[src/rtl/av2_recon_writeback.sv]
// av2_recon_writeback
//   Buffers 128-bit reconstruction beats from the AV2 tile decoder in a small
//   FIFO, coalesces address-contiguous beats into bursts and writes them to
//   frame memory over a request/grant + valid/ready port. frame_done pulses
//   once a tile has ended and every accepted beat has been written.
//
//   Optional feature: define AV2_WB_CHECKSUM_EN to enable the byte checksum
//   of written data; when undefined, checksum is tied to 0.
//
// Ports:
//   clk, rst        clock, synchronous active-high reset
//   frame_base      byte base of the frame buffer (sampled on push)
//   recon_data      16 pixels, byte k = pixel k
//   recon_addr      pixel index of byte 0 (multiple of 16)
//   recon_wr_en     beat present this cycle (no backpressure)
//   tile_done       one-cycle end-of-tile pulse
//   mem_req/mem_gnt burst request handshake, mem_addr/mem_len burst descriptor
//   mem_wdata/mem_wvalid/mem_wready/mem_wlast   write data channel
//   frame_done      one-cycle completion pulse
//   overflow        sticky: a beat was dropped because the FIFO was full
//   fifo_level      current FIFO occupancy
//   checksum        byte checksum of written data (0 without the macro)
module av2_recon_writeback #(
    parameter int FIFO_DEPTH = 8,
    parameter int BURST_LEN  = 4,
    parameter int LVL_W      = $clog2(FIFO_DEPTH) + 1
) (
    input  logic               clk,
    input  logic               rst,
    input  logic [31:0]        frame_base,
    input  logic [127:0]       recon_data,
    input  logic [31:0]        recon_addr,
    input  logic               recon_wr_en,
    input  logic               tile_done,
    output logic               mem_req,
    output logic [31:0]        mem_addr,
    output logic [7:0]         mem_len,
    input  logic               mem_gnt,
    output logic [127:0]       mem_wdata,
    output logic               mem_wvalid,
    input  logic               mem_wready,
    output logic               mem_wlast,
    output logic               frame_done,
    output logic               overflow,
    output logic [LVL_W-1:0]   fifo_level,
    output logic [31:0]        checksum
);

    localparam int PTR_W = $clog2(FIFO_DEPTH);

    typedef enum logic [1:0] {IDLE, REQ, DATA, DONE} state_t;

    state_t                 state;
    logic [127:0]           fifo_data [FIFO_DEPTH];
    logic [31:0]            fifo_addr [FIFO_DEPTH];
    logic [FIFO_DEPTH-1:0]  fifo_cont;
    logic [PTR_W-1:0]       wr_ptr;
    logic [PTR_W-1:0]       rd_ptr;
    logic [LVL_W-1:0]       level;
    logic [31:0]            last_recon_addr;
    logic [31:0]            last_byte_addr;
    logic                   dup_armed;
    logic                   have_prev;
    logic                   flush_pending;
    logic [7:0]             beat_cnt;

    logic [31:0]            byte_addr;
    logic                   is_dup;
    logic                   is_full;
    logic                   push;
    logic                   drop;
    logic                   pop;
    logic [LVL_W-1:0]       run_len;
    logic                   run_open;
    logic                   start_burst;

    assign byte_addr  = frame_base + recon_addr;
    assign is_dup     = recon_wr_en && dup_armed && (recon_addr == last_recon_addr);
    // A pop in the same cycle does not make room for an incoming beat.
    assign is_full    = (level == LVL_W'(FIFO_DEPTH));
    assign push       = recon_wr_en && !is_dup && !is_full;
    assign drop       = recon_wr_en && !is_dup && is_full;
    assign pop        = mem_wvalid && mem_wready;
    assign fifo_level = level;
    assign mem_wlast  = mem_wvalid && (beat_cnt == mem_len - 8'd1);
    assign mem_wdata  = mem_wvalid ? fifo_data[rd_ptr] : '0;

    // Run = head plus following entries flagged contiguous, capped at
    // BURST_LEN. The head's own cont flag is irrelevant: a run always starts
    // at the head.
    always_comb begin
        run_len  = '0;
        run_open = 1'b1;
        for (int i = 0; i < BURST_LEN; i++) begin
            if (run_open && (LVL_W'(i) < level) &&
                (i == 0 || fifo_cont[rd_ptr + PTR_W'(i)])) begin
                run_len = run_len + LVL_W'(1);
            end else begin
                run_open = 1'b0;
            end
        end
    end

    // level > run_len with run_len < BURST_LEN means the entry right behind
    // the run exists and broke contiguity, so the run can never grow.
    assign start_burst = (run_len == LVL_W'(BURST_LEN)) ||
                         (level > run_len) ||
                         (flush_pending && (level != '0));

    // FIFO payload storage: written on push only, no reset needed.
    always_ff @(posedge clk) begin
        if (push) begin
            fifo_data[wr_ptr] <= recon_data;
            fifo_addr[wr_ptr] <= byte_addr;
        end
    end

    always_ff @(posedge clk) begin
        if (rst) begin
            state           <= IDLE;
            mem_req         <= 1'b0;
            mem_addr        <= '0;
            mem_len         <= '0;
            mem_wvalid      <= 1'b0;
            frame_done      <= 1'b0;
            overflow        <= 1'b0;
            beat_cnt        <= '0;
            flush_pending   <= 1'b0;
            wr_ptr          <= '0;
            rd_ptr          <= '0;
            level           <= '0;
            fifo_cont       <= '0;
            last_recon_addr <= '0;
            last_byte_addr  <= '0;
            dup_armed       <= 1'b0;
            have_prev       <= 1'b0;
        end else begin
            if (push) begin
                fifo_cont[wr_ptr] <= have_prev && (byte_addr == last_byte_addr + 32'd16);
                wr_ptr            <= wr_ptr + PTR_W'(1);
                last_byte_addr    <= byte_addr;
                last_recon_addr   <= recon_addr;
                have_prev         <= 1'b1;
            end
            if (drop) begin
                overflow <= 1'b1;
            end
            if (pop) begin
                rd_ptr <= rd_ptr + PTR_W'(1);
            end
            case ({push, pop})
                2'b10:   level <= level + LVL_W'(1);
                2'b01:   level <= level - LVL_W'(1);
                default: level <= level;
            endcase

            // A tile_done arriving in DONE starts a new pending flush.
            if (tile_done) begin
                flush_pending <= 1'b1;
            end else if (state == DONE) begin
                flush_pending <= 1'b0;
            end

            if (push) begin
                dup_armed <= 1'b1;
            end else if (state == DONE) begin
                dup_armed <= 1'b0;
            end

            frame_done <= 1'b0;
            case (state)
                IDLE: begin
                    if (start_burst) begin
                        state    <= REQ;
                        mem_req  <= 1'b1;
                        mem_addr <= fifo_addr[rd_ptr];
                        mem_len  <= 8'(run_len);
                    end else if (flush_pending && (level == '0)) begin
                        state      <= DONE;
                        frame_done <= 1'b1;
                    end
                end
                REQ: begin
                    if (mem_gnt) begin
                        state      <= DATA;
                        mem_req    <= 1'b0;
                        mem_wvalid <= 1'b1;
                        beat_cnt   <= '0;
                    end
                end
                DATA: begin
                    if (pop) begin
                        if (mem_wlast) begin
                            state      <= IDLE;
                            mem_wvalid <= 1'b0;
                        end else begin
                            beat_cnt <= beat_cnt + 8'd1;
                        end
                    end
                end
                DONE: begin
                    state <= IDLE;
                end
                default: begin
                    state <= IDLE;
                end
            endcase
        end
    end

`ifdef AV2_WB_CHECKSUM_EN
    logic [31:0] cksum;

    function automatic logic [31:0] byte_sum(input logic [127:0] d);
        logic [31:0] s;
        s = '0;
        for (int k = 0; k < 16; k++) begin
            s = s + {24'd0, d[8*k +: 8]};
        end
        return s;
    endfunction

    // Holds through the frame_done cycle, clears on the one after.
    always_ff @(posedge clk) begin
        if (rst) begin
            cksum <= '0;
        end else if (frame_done) begin
            cksum <= '0;
        end else if (pop) begin
            cksum <= cksum + byte_sum(mem_wdata);
        end
    end

    assign checksum = cksum;
`else
    assign checksum = '0;
`endif

endmodule

[config.mk]
export PLATFORM = sky130hd
export DESIGN_NAME = av2_recon_writeback
export DESIGN_NICKNAME = d
export VERILOG_FILES = /design/src/rtl/av2_recon_writeback.sv
export SDC_FILE = /design/constraint.sdc
export NUM_CORES = 2
export LEC_CHECK = 0
export ABC_AREA = 1
export CAP_MARGIN = 10
export CORE_MARGIN = 5
export CORE_UTILIZATION = 40
export DETAILED_ROUTE_END_ITERATION = 8
export PLACE_DENSITY_LB_ADDON = 0.12
export SYNTH_ARGS = -nofsm -noshare
export SYNTH_HDL_FRONTEND = slang
export SYNTH_SLANG_ARGS = --single-unit
[constraint.sdc]
create_clock -name clk -period 11.6 [get_ports clk]
set_input_delay 2.32 -clock clk [delete_from_list [all_inputs] [get_ports clk]]
set_output_delay 2.32 -clock clk [all_outputs]
set_load 0.02 [all_outputs]
==> impl_results.md <==
* CTS root buf: clkbuf_16
* Final critical-path required period at 7300 ps
* Worst-path clk slew at 60 ps
* Vias per cell at 5.32
* Nets at 5786
* DR WL/cell at 21.8 um
* CTS Buf Count at 155
* Netlist cell types at 51
* TritonCTS clock tree: built
* Vias at 40532
* PortBufs at 370
* Total power draw at 12.5 mW
* Cells after Synth at 5278
* Sequential element share of the synthesized area at 69.5%
* Primary flip-flop cell chosen by synthesis mapping: edfxtp_1
* Vias in the first global route at 39317
* Outcome: complete, no violations
* Maxcap violations at 0
* H-tree depth at 4
* Top-count cell post-synth: edfxtp_1
* Synth cell count leaders: 1280 x edfxtp_1, 954 x nor2_1, 789 x o21ai_0
* Share of post-route cells with drive strength above 1 at 5.13%
* Crit path DAT at 4980 ps
* DR pass1 iterations at 7
* CP startpoint kind: register
* Final Util at 47.1%
* First-pass GRT wire length at 250000 um
* Slew Limit Fails at 0
* Ys async rst share at 0%
* GRT Overall Usage at 20.8%
* Hold Path Class: reg -> reg
* Die area at 0.156 mm^2
* Maximum VDD drop at 140 uV
* Fin cells at 7612
* Final ANT Viol Nets at 0
* Post-Syn Area at 0.0593 mm^2
* Final Hold Viols at 0
* Worst-case clock buffer depth at 3
* Reg-to-reg slack, setup at 5440 ps
* Tightest Pin Transition at 1190 ps
* Period utilization at 62.9%
* Area grow syn2layout at 17.3%
* Leak at 24.0 nW
* Setup bufs post-CTS at 0
* Die width at 395 um
* Crit. End Element: output pin
* Syn avg cell area at 11.2 um^2
* Crit-path max FO at 165
* Yosys warnings at 0
* Initial DRC Count at 3034
* Synth area leaders: edfxtp_1 65%, o21ai_0 6.7%, nor2_1 6.0%
* Clk_lat worst skew at 770 ps
* Setup_tns at 0 ps
* Residual DRC count at 0
* Setup Crit Path Kind: reg -> out
* Clock sink total at 1418
* Worst rel slew slack at 20.5%
* Core area at 0.147 mm^2
* Post-synth EDFFs at 1280
* Power Density at 180 mW/mm^2
* Placed cells at 7313
* CTS Hold Buffers Added at 0
* Post-synth top area share at 64.8%
* GPL Wtd Cong at 0.905
* Setup violations, final at 0
* Routed Wire Length at 166000 um
* Setup Skew at 27.0 ps
* Num ports at 407
* Fmax at 137 MHz
* Largest net degree at the start of global routing at 215
* Area leader, netlist: edfxtp_1
* GRT overflow at 0
* Die height at 395 um
* Detailed Place HPWL at 93000 um
* CTS resizes at 0
* Site Rows at 141
* Initial core utilization at 40.2%
* FF+latch count, synth at 1418
* Unrepaired setup endpoints after global routing: false
* Worst path required time at 9280 ps
* Initial antenna violation count at 29
## cells in the final DEF, fill, tap and decap left out, types with 35 or more instances in the layout
cell	netlist	routed
edfxtp_1	1280	1280
ha_1	47	47
clkbuf_16	0	158
buf_4	41	40
o21ai_0	789	789
inv_1	221	211
a31oi_1	130	130
nand4_1	39	39
clkdlybuf4s50_1	0	369
nand2_1	636	635
nand3_1	173	172
clkinv_1	1	37
a21oi_1	194	194
dfxtp_1	138	134
conb_1	2	37
o22ai_1	163	163
clkbuf_1	269	35
nor2_1	954	954
## path summary, 6_finish.rpt
| kind | from | end | depth (start not counted) |
|---|---|---|---|
| worst max-delay path | register | mem_wdata[126] | 7 |
| worst min-delay path | have_prev$_SDFFE_PP0P_ | have_prev$_SDFFE_PP0P_ | 2 |
| worst max register to register | rd_ptr[0]$_SDFFE_PP0P_ | mem_len[0]$_SDFFE_PP0P_ | 22 |
| worst min register to register | have_prev$_SDFFE_PP0P_ | have_prev$_SDFFE_PP0P_ | 2 |
## where the power goes
part / internal (mW) / switching [mW]
registers: 5.80 / 0.111
logic: 0.573 / 1.24
clock network: 2.78 / 2.03
total: 9.15 / 3.38
## critical path: stages (launching register included)
cell             delay, ps
dfxtp_4                700
buf_4                  630
buf_12                 640
o21ai_0                200
o22ai_1                200
o21ai_0                100
a31oi_1                660
clkdlybuf4s50_1        760
## per-layer routing
metal	up-vias	part of all wire, %	track usage, %	wire (um)
met2	1029	46	33.2	77000
li1	19368	-	-	-
met4	14	2.1	5.36	3430
met5	-	0.056	0	93
met1	19891	45	29.2	75100
met3	230	6.3	4.36	10400
## layout make-up
cell class | count | area [um^2]
antenna | 14 | 35.0
clock buffer | 194 | 4100
clock inverter | 91 | 860
fill | 13458 | 78000
inverter | 227 | 940
multi-input combinational | 3326 | 15900
sequential | 1418 | 41200
tap | 1930 | 2410
timing repair buffer | 412 | 4050
## state kept, by name, summed over array words and instances (netlist names), 2 cells and up, named ones only
| name | flops |
|---|---|
| mem_len | 4 |
| beat_cnt | 8 |
| fifo_data | 1024 |
| wr_ptr | 3 |
| fifo_cont | 8 |
| fifo_addr | 256 |
| last_recon_addr | 32 |
| fifo_level | 4 |
| mem_addr | 32 |
| rd_ptr | 3 |
| state | 2 |
| last_byte_addr | 32 |
## kinds of logic (layout without fill, tap and decap cells)
group	after synthesis	after routing	share of synthesized area (%)
flip-flops	1418	1418	69.5
multiplexers	1	1	0.0169
buffers and inverters	569	924	3.91
XOR/XNOR	47	47	0.695
adder cells (fa/ha/maj)	48	48	1.03
AO/OA/AOI/OAI	1335	1335	12.3
AND/OR/NAND/NOR	1858	1858	12.6
other	2	51	0.0127
## metrics by stage
step                cell area, um^2  worst slack, ps  hold WS (ps)
finish                        69500             4300           459
global route                  69500             3940           478
CTS                           69500             4280           461
detailed placement            64500             5170           452
global placement              64500             5090           449
floorplan                     59400             4810           436
Note: power is estimated with default switching activity, not from simulation.
